**src/rtl/keypad_digit_buffer_if.sv**
```systemverilog
// keypad_digit_buffer_if: keypad-to-timer entry bus; master drives keys/handshake, slave returns the BCD entry and status
interface keypad_digit_buffer_if #(parameter int DIGITS = 4);
  logic [3:0] key_code;
  logic key_valid;
  logic clear;
  logic commit;
  logic load_ready;
  logic [4*DIGITS-1:0] digits;
  logic [$clog2(DIGITS+1)-1:0] count;
  logic load_valid;
  logic full;
  logic overflow;
  modport master (
    output key_code, key_valid, clear, commit, load_ready,
    input  digits, count, load_valid, full, overflow
  );
  modport slave (
    input  key_code, key_valid, clear, commit, load_ready,
    output digits, count, load_valid, full, overflow
  );
endinterface

```
**src/rtl/keypad_digit_buffer.sv**
```systemverilog
// keypad_digit_buffer: clamps key presses to BCD, shifts them into a DIGITS-wide entry, offers it via valid/ready (clk, rst_n async low, bus slave; KEYPAD_MMSS_EN clamps tens-of-seconds to 5)
module keypad_digit_buffer #(
  parameter int DIGITS = 4,
  parameter int MAX_DIGIT = 9
) (
  input logic clk,
  input logic rst_n,
  keypad_digit_buffer_if.slave bus
);
  localparam int CW = $clog2(DIGITS + 1);
  localparam int DW = 4 * DIGITS;
  localparam logic [3:0] DMAX = 4'(MAX_DIGIT);
`ifdef KEYPAD_MMSS_EN
  localparam logic [3:0] TMAX = 4'(MAX_DIGIT < 5 ? MAX_DIGIT : 5);
`endif
  typedef enum logic [1:0] {EMPTY, ENTRY, FULL, OFFER} state_t;
  state_t state, state_n;
  logic [DW-1:0] digits, digits_n, shifted;
  logic [CW-1:0] count, count_n, count_inc;
  logic ovf, ovf_n, key_q, press;
  logic [3:0] clamped;
  always_ff @(posedge clk or negedge rst_n)
    if (!rst_n) begin
      state <= EMPTY;
      digits <= '0;
      count <= '0;
      ovf <= 1'b0;
      key_q <= 1'b0;
    end else begin
      state <= state_n;
      digits <= digits_n;
      count <= count_n;
      ovf <= ovf_n;
      key_q <= bus.key_valid;
    end
  always_comb begin
    press = bus.key_valid & ~key_q;
    clamped = bus.key_code > DMAX ? DMAX : bus.key_code;
    shifted = {digits[DW-5:0], clamped};
`ifdef KEYPAD_MMSS_EN
    // the digit moving into position 1 becomes tens of seconds
    shifted[7:4] = digits[3:0] > TMAX ? TMAX : digits[3:0];
`endif
    count_inc = count + 1'b1;
    state_n = state;
    digits_n = digits;
    count_n = count;
    ovf_n = ovf;
    if (state == OFFER) begin
      if (bus.load_ready) begin
        state_n = EMPTY;
        digits_n = '0;
        count_n = '0;
        ovf_n = 1'b0;
      end
    end else if (bus.clear) begin
      state_n = EMPTY;
      digits_n = '0;
      count_n = '0;
      ovf_n = 1'b0;
    end else if (bus.commit) begin
      state_n = state == EMPTY ? EMPTY : OFFER;
    end else if (press) begin
      if (state == FULL) begin
        ovf_n = 1'b1;
      end else begin
        digits_n = shifted;
        count_n = count_inc;
        state_n = count_inc == CW'(DIGITS) ? FULL : ENTRY;
      end
    end
  end
  assign bus.digits = digits;
  assign bus.count = count;
  assign bus.load_valid = state == OFFER;
  assign bus.full = count == CW'(DIGITS);
  assign bus.overflow = ovf;
endmodule

```
**src/flat_wrapper.sv**
```systemverilog
// flat-port wrapper written by rule: the top's interface ports become plain ports
module keypad_digit_buffer_flat 
#(
  parameter int DIGITS = 4,
  parameter int MAX_DIGIT = 9
)
  (clk, rst_n, bus_key_code, bus_key_valid, bus_clear, bus_commit, bus_load_ready, bus_digits, bus_count, bus_load_valid, bus_full, bus_overflow);
  keypad_digit_buffer_if #(.DIGITS(DIGITS)) bus_i ();
  input logic clk;
  input logic rst_n;
  input wire logic [$bits(bus_i.key_code)-1:0] bus_key_code;
  input wire logic [$bits(bus_i.key_valid)-1:0] bus_key_valid;
  input wire logic [$bits(bus_i.clear)-1:0] bus_clear;
  input wire logic [$bits(bus_i.commit)-1:0] bus_commit;
  input wire logic [$bits(bus_i.load_ready)-1:0] bus_load_ready;
  output wire logic [$bits(bus_i.digits)-1:0] bus_digits;
  output wire logic [$bits(bus_i.count)-1:0] bus_count;
  output wire logic [$bits(bus_i.load_valid)-1:0] bus_load_valid;
  output wire logic [$bits(bus_i.full)-1:0] bus_full;
  output wire logic [$bits(bus_i.overflow)-1:0] bus_overflow;
  assign bus_i.key_code = bus_key_code;
  assign bus_i.key_valid = bus_key_valid;
  assign bus_i.clear = bus_clear;
  assign bus_i.commit = bus_commit;
  assign bus_i.load_ready = bus_load_ready;
  assign bus_digits = bus_i.digits;
  assign bus_count = bus_i.count;
  assign bus_load_valid = bus_i.load_valid;
  assign bus_full = bus_i.full;
  assign bus_overflow = bus_i.overflow;
  keypad_digit_buffer #(.DIGITS(DIGITS), .MAX_DIGIT(MAX_DIGIT)) u_core (.clk(clk), .rst_n(rst_n), .bus(bus_i));
endmodule
```
**config.mk**
```make
export PLATFORM = sky130hd
export DESIGN_NAME = keypad_digit_buffer_flat
export DESIGN_NICKNAME = d
export VERILOG_FILES = /design/src/rtl/keypad_digit_buffer_if.sv /design/src/rtl/keypad_digit_buffer.sv /design/src/flat_wrapper.sv
export SDC_FILE = /design/constraint.sdc
export NUM_CORES = 1
export LEC_CHECK = 0
export ABC_AREA = 0
export BUFFER_PORTS_ARGS = -buffer_cell sky130_fd_sc_hd__buf_2
export CAP_MARGIN = 0
export CORE_UTILIZATION = 55
export CTS_CLUSTER_DIAMETER = 100
export DETAILED_ROUTE_END_ITERATION = 8
export HOLD_SLACK_MARGIN = 0.02
export PLACE_DENSITY = 0.94
export SLEW_MARGIN = 20
export SYNTH_ARGS = -nofsm -noshare
export SYNTH_HDL_FRONTEND = slang
export SYNTH_SLANG_ARGS = --single-unit
```
**constraint.sdc**
```tcl
create_clock -name clk -period 4 [get_ports clk]
set_clock_uncertainty 0.1 [all_clocks]
set_input_delay 0.2 -clock clk [delete_from_list [all_inputs] [get_ports clk]]
set_output_delay 0.2 -clock clk [all_outputs]
set_load 0.1 [all_outputs]
```
Word-level counts from Yosys, hierarchy flattened
Cells that the tools add are included.
{"block": "totals", "reg_bits": 23, "output_inout_bits": 22}
{"block": "op_classes", "addsub": 1, "magnitude_cmp": 1, "eq_ne": 8, "mux": 27, "bitwise": 2, "reduce_logical": 7}
{"op": "16-bit 2-to-1 mux", "count": 6}
{"op": "3-bit 2-to-1 mux", "count": 6}
{"op": "2-bit 2-to-1 mux", "count": 8}
{"op": "4-bit AND reduction", "count": 2}
{"op": "3-bit equality test, second input constant", "count": 2}
{"op": "1-bit 2-to-1 mux", "count": 6}
{"op": "3-bit nonzero test", "count": 2}
{"op": "2-bit equality test, second input constant", "count": 2}
{"op": "4-bit > comparator, second input constant", "count": 1}
{"op": "4-bit 2-to-1 mux", "count": 1}
{"op": "4-bit inequality test, second input constant", "count": 1}
{"op": "4-bit nonzero test", "count": 1}
{"op": "3-bit by 1-bit adder with 3-bit output, second input constant", "count": 1}
{"op": "3-bit by 2-bit inequality test with 1-bit output, second input constant", "count": 1}
{"op": "3-bit inequality test, second input constant", "count": 1}
{"op": "3-bit AND reduction", "count": 1}
{"op": "2-bit zero test", "count": 1}
{"op": "2-bit inequality test, second input constant", "count": 1}
{"op": "1-bit AND", "count": 1}
{"op": "1-bit inverter", "count": 1}

Depth between registers and ports, before layout
{"block": "logic_depth", "ltp_word": 8, "mapped_depth": 5, "depth_no_buf": 4}

Worst setup path after synthesis
No wires, ideal clock.
{"block": "synth_path", "path_type": "reg2out", "start": "reg u_core.count[2], in the netlist u_core.bus.count[2]", "end": "out bus_full", "t_arrival_ns": 1.836, "required_time_ns": 3.700, "path_slack_ns": 1.864, "path_stages_with_launch": 2, "cell_sequence": "dfrtp_1 > and2_1"}
{"block": "synth_between", "elab_chain_cells": 1}
{"item": "from (decl)", "line": "keypad_digit_buffer.sv:19", "text": "logic [CW-1:0] count, count_n, count_inc;"}
{"item": "from (signal assigned)", "line": "keypad_digit_buffer.sv:32", "text": "count <= count_n;"}
{"item": "3-bit equality test", "line": "keypad_digit_buffer.sv:76", "text": "assign bus.full = count == CW'(DIGITS);"}
{"item": "to (decl)", "line": "flat_wrapper.sv:19", "text": "output wire logic [$bits(bus_i.full)-1:0] bus_full;"}
No other way between the ends.

Worst setup path after layout
{"block": "layout_path", "start": "reg u_core.state[1]", "end": "reg u_core.digits[7], in the netlist u_core.bus.digits[7]"}
{"block": "layout_between", "elab_chain_cells": 3}
{"item": "from (decl)", "line": "keypad_digit_buffer.sv:17", "text": "state_t state, state_n;"}
{"item": "from (signal assigned)", "line": "keypad_digit_buffer.sv:30", "text": "state <= state_n;"}
{"item": "2-bit equality test (on tied branches)", "line": "keypad_digit_buffer.sv:49, keypad_digit_buffer.sv:64"}
{"item": "3-bit inequality test (no source line), or another cell as far along"}
{"item": "4-bit AND reduction (no source line)"}
{"item": "to (signal assigned)", "line": "keypad_digit_buffer.sv:31", "text": "digits <= digits_n;"}
{"item": "to (decl)", "line": "keypad_digit_buffer.sv:18", "text": "logic [DW-1:0] digits, digits_n, shifted;"}
Several ways; a longest one is shown, not always the timed one.
A chain may end at the register's enable or synchronous reset.

==> out/qor.log <==
INFO  sta            final-setup-viol-count=0
INFO  worst_setup_path worstSetupStartpointType=register
INFO  power          post-layout-total-power=0.000541W
INFO  clock_tree     cts_buffers=3
INFO  place          gpl.final_weighted_congestion=0.804
INFO  sta            worst_slew_margin_rel=0.322
INFO  logic_synthesis syn-instance-count=112
INFO  power          power.static_leakage=0.770nW
INFO  sta            drv_slew=0
INFO  worst_setup_path worst-path-buf-inv=0
INFO  run            maxCapViolCount=0
INFO  logic_synthesis number_of_synthesized_register_bits=23
INFO  power          power_density=386nW/µm²
INFO  global_routing grt_overall_usage=0.229
INFO  hold_path      min_path_cells=3
INFO  drt            detailed_route_iter0_violations=13
INFO  clock_tree     cts.sinks=23
INFO  worst_setup_path timing.critical_path.slowest_stage_cell=sky130_fd_sc_hd__a21oi_1
INFO  power          sequentialPowerShare=0.483
INFO  clock_tree     max-clock-path-buffers=2
INFO  cells_and_area design.final.nets=157
INFO  floorplanning  placementRows=16
INFO  drt            via_per_inst=5.44
INFO  sta            final_hold_viol_count=0
INFO  logic_synthesis mappedNetlistNets=125
INFO  logic_synthesis syn-mean-instance-area=10.8µm²
INFO  clock_tree     cts-hold-fix-buffers=2
INFO  place          dp_hpwl=1.79mm
INFO  power          share_clk_of_total_power=0.196
INFO  clock_tree     cts_tree=done
INFO  sta            post-route-min-period=2.40ns
INFO  sta            timing.final.ws_setup=1.60ns
INFO  run_status     status=complete, no violations
INFO  global_routing antenna_found_initial=0
INFO  sta            max_freq=417MHz
INFO  global_routing grt_remaining_overflow=0
INFO  floorplanning  floorplan.core_area=2020µm²
INFO  cells_and_area fin_cells=170
INFO  worst_setup_path worst_setup_path_startpoint=u_core.state[1]
INFO  global_routing pin_count_of_the_biggest_net_entering_global_routing=24
INFO  power          cellInternalPower=0.000323W
INFO  clock_tree     clk_pin_slew=0.12ns
INFO  place          placedCellCount=164
INFO  worst_setup_path cpLargestDelayFamily=compound AO/OA/AOI/OAI gates
INFO  worst_setup_path r2r-start=u_core.state[1]
INFO  worst_setup_path rrSetupSlack=1.60ns
INFO  clock_tree     worstSkewPairLatency=0.30ns
INFO  power          p_sw_frac=0.404
INFO  drt            drt_drc_violations_left=0
INFO  floorplanning  die_area=2390µm²
INFO  worst_setup_path r2r_cells=3
INFO  global_routing first_global_vias=975
INFO  worst_setup_path critical_path.max_fanout=17
INFO  hold_path      worstHoldPathType=input port to register
INFO  worst_setup_path slowest_stage_delay_on_critical_path=0.85ns
INFO  floorplanning  floorplan.die.height=48.9µm
INFO  worst_setup_path reg2reg_to=u_core.bus.digits[7]
INFO  logic_synthesis post_synth_num_cell_types=35
INFO  sta            grt_setup_unrepaired=false
INFO  drt            via_count=924
INFO  worst_setup_path timing.critical_path.required=4.10ns
INFO  worst_setup_path crit_path_class=register to register
INFO  power          power.net_switching=0.000218W
INFO  worst_setup_path worst_setup_path_end_kind=register
INFO  logic_synthesis synthesis.area=1210µm²
INFO  power          pwr-share-comb=0.321
INFO  floorplanning  floorplan.initialDensity=0.598
INFO  floorplanning  ioPinCount=32
INFO  hold_path      worst_hold_startpoint=bus_key_code[3]
INFO  cells_and_area area_growth_syn_to_layout=16.0%
INFO  drt            drtAntennaViolNets=0
INFO  drt            wire_per_inst=14.3µm
INFO  global_routing grt_first_pass_wirelength=4.18mm
INFO  worst_setup_path cp_num_cells=3
INFO  clock_tree     post_cts.resized_instances=0
INFO  sta            final.period_utilization=0.600
INFO  logic_synthesis synth_warnings=0
INFO  place          place.port_buffers=31
INFO  drt            detailedRoute.firstPassIterationCount=4
INFO  worst_setup_path critPathArrivalTime=2.50ns
INFO  logic_synthesis synth-seq-area-share=0.476
INFO  sta            tightestPinTransition=1.02ns
INFO  clock_tree     htree_levels=1
INFO  clock_tree     clockRootBuffer=sky130_fd_sc_hd__clkbuf_4
INFO  sta            timing.setup.tns=0ns
INFO  clock_tree     cts_setup_buffers=0
INFO  floorplanning  die_w=48.9µm
INFO  drt            wirelength=2.43mm
INFO  worst_setup_path crit_end=u_core.bus.digits[7]
INFO  worst_setup_path cp_cell_sequence=a21oi_1 -> a22oi_4 -> mux2_1
INFO  sta            fin_worst_hold_slack=0.0600ns
INFO  place          dp_worst_setup_slack=1.63ns
INFO  cells_and_area antennaDiodeCount=0
INFO  cells_and_area drive_gt1_frac=0.294
INFO  power          vdd.ir_drop.worst=0.000284V
## tightest hold or removal path: stages
cell	delay, ns
sky130_fd_sc_hd__buf_2	0.12
sky130_fd_sc_hd__nand2_1	0.05
sky130_fd_sc_hd__mux2i_1	0.06
## per-stage QoR
stage / area [µm²] / util
after floorplan: 1210 / -
after global placement: 1360 / 0.671
after detailed placement: 1360 / 0.671
after CTS: 1400 / 0.694
after global routing: 1400 / 0.694
final: 1400 / 0.694
## cells in the mapped netlist
master / instances / area (µm²)
sky130_fd_sc_hd__nor4_1: 1 / 6.26
sky130_fd_sc_hd__mux2i_1: 11 / 110
sky130_fd_sc_hd__nor2b_1: 2 / 12.5
sky130_fd_sc_hd__xor2_1: 1 / 8.76
sky130_fd_sc_hd__o31ai_1: 1 / 7.51
sky130_fd_sc_hd__nor2_1: 5 / 18.8
sky130_fd_sc_hd__nand2_1: 9 / 33.8
sky130_fd_sc_hd__a21oi_1: 4 / 20.0
sky130_fd_sc_hd__dfrtp_1: 23 / 576
sky130_fd_sc_hd__nand4bb_1: 1 / 11.3
sky130_fd_sc_hd__nand2b_1: 2 / 12.5
sky130_fd_sc_hd__a22o_1: 1 / 8.76
sky130_fd_sc_hd__nor4b_1: 1 / 8.76
sky130_fd_sc_hd__o2bb2ai_1: 1 / 8.76
sky130_fd_sc_hd__o21ai_0: 2 / 10.0
sky130_fd_sc_hd__nor3_1: 2 / 10.0
sky130_fd_sc_hd__and2_1: 2 / 12.5
sky130_fd_sc_hd__ha_1: 3 / 37.5
sky130_fd_sc_hd__o41ai_1: 1 / 8.76
sky130_fd_sc_hd__mux2_2: 5 / 56.3
sky130_fd_sc_hd__inv_1: 12 / 45.0
sky130_fd_sc_hd__a32o_1: 1 / 10.0
sky130_fd_sc_hd__mux2_1: 2 / 22.5
sky130_fd_sc_hd__buf_6: 1 / 11.3
sky130_fd_sc_hd__buf_8: 1 / 15.0
sky130_fd_sc_hd__and3b_1: 2 / 17.5
sky130_fd_sc_hd__a31o_2: 1 / 8.76
sky130_fd_sc_hd__o21bai_1: 1 / 7.51
sky130_fd_sc_hd__nor3b_1: 2 / 15.0
sky130_fd_sc_hd__a21o_1: 1 / 7.51
sky130_fd_sc_hd__a22oi_4: 1 / 21.3
sky130_fd_sc_hd__or3b_4: 1 / 11.3
sky130_fd_sc_hd__clkbuf_1: 4 / 15.0
sky130_fd_sc_hd__or4_1: 1 / 7.51
sky130_fd_sc_hd__nand3_1: 3 / 15.0
## layout by cell type, fill, tap and decap left out, drive strengths merged, types with 2 or more instances in the layout
master | synthesis | final
a21oi | 4 | 4
and2 | 2 | 2
and3b | 2 | 2
buf | 2 | 31
clkbuf | 4 | 4
dfrtp | 23 | 23
dlygate4sd3 | 0 | 2
ha | 3 | 3
inv | 12 | 12
mux2 | 7 | 7
mux2i | 11 | 11
nand2 | 9 | 9
nand2b | 2 | 2
nand3 | 3 | 3
nor2 | 5 | 5
nor2b | 2 | 2
nor3 | 2 | 2
nor3b | 2 | 2
o21ai | 2 | 2
## sequential cells by signal (all words and copies together), names as in the netlist
name and count:
u_core.key_q 1, u_core.bus.count 3, u_core.bus.overflow 1, u_core.bus.digits 16
u_core.state 2
## layout make-up
class | instances | area [µm²]
multi-input cells | 71 | 547
well taps | 27 | 33.8
flip-flops and latches | 23 | 576
repair buffers | 33 | 175
inverters | 12 | 45.0
fillers | 163 | 619
clock buffers | 4 | 26.3
## cell families (layout without fill, tap and decap cells)
| logic type | after synthesis | count (layout) | share of synthesized area |
|---|---|---|---|
| AOI/OAI and AO/OA | 15 | 15 | 0.0984 |
| adders and majority gates | 3 | 3 | 0.0311 |
| xor gates and xnor gates | 1 | 1 | 0.00725 |
| DFF | 23 | 23 | 0.476 |
| and+or+nand+nor | 34 | 34 | 0.159 |
| muxes | 18 | 18 | 0.156 |
| buffers and inverters | 18 | 49 | 0.0714 |
## routing by layer
| layer | GRT usage | vias up | routed length (µm) |
|---|---|---|---|
| met5 | 0 | - | 0 |
| met3 | 0.0374 | 4 | 122 |
| met1 | 0.266 | 435 | 1060 |
| met2 | 0.412 | 41 | 1220 |
| met4 | 0.0980 | 0 | 32 |
| li1 | - | 444 | - |
## power groups by stage
stage	combinational (W)	sequential [W]	clock [W]
2_1_floorplan	0.0000511	0.000357	0
3_3_place_gp	0.000170	0.000265	0
3_5_place_dp	0.000173	0.000266	0
4_1_cts	0.000175	0.000261	0.000109
5_1_grt	0.000183	0.000264	0.000117
6_report	0.000174	0.000261	0.000106
## worst min path at each step
stage / end / slack (ns)
after floorplan: u_core.bus.count[0] / -0.20
after global placement: u_core.key_q / 0.09
after detailed placement: u_core.bus.count[2] / 0.1
after CTS: u_core.bus.digits[3] / 0.06
after global routing: u_core.bus.digits[3] / 0.05
final: u_core.bus.digits[3] / 0.06
(Power assumes the default switching activity.)
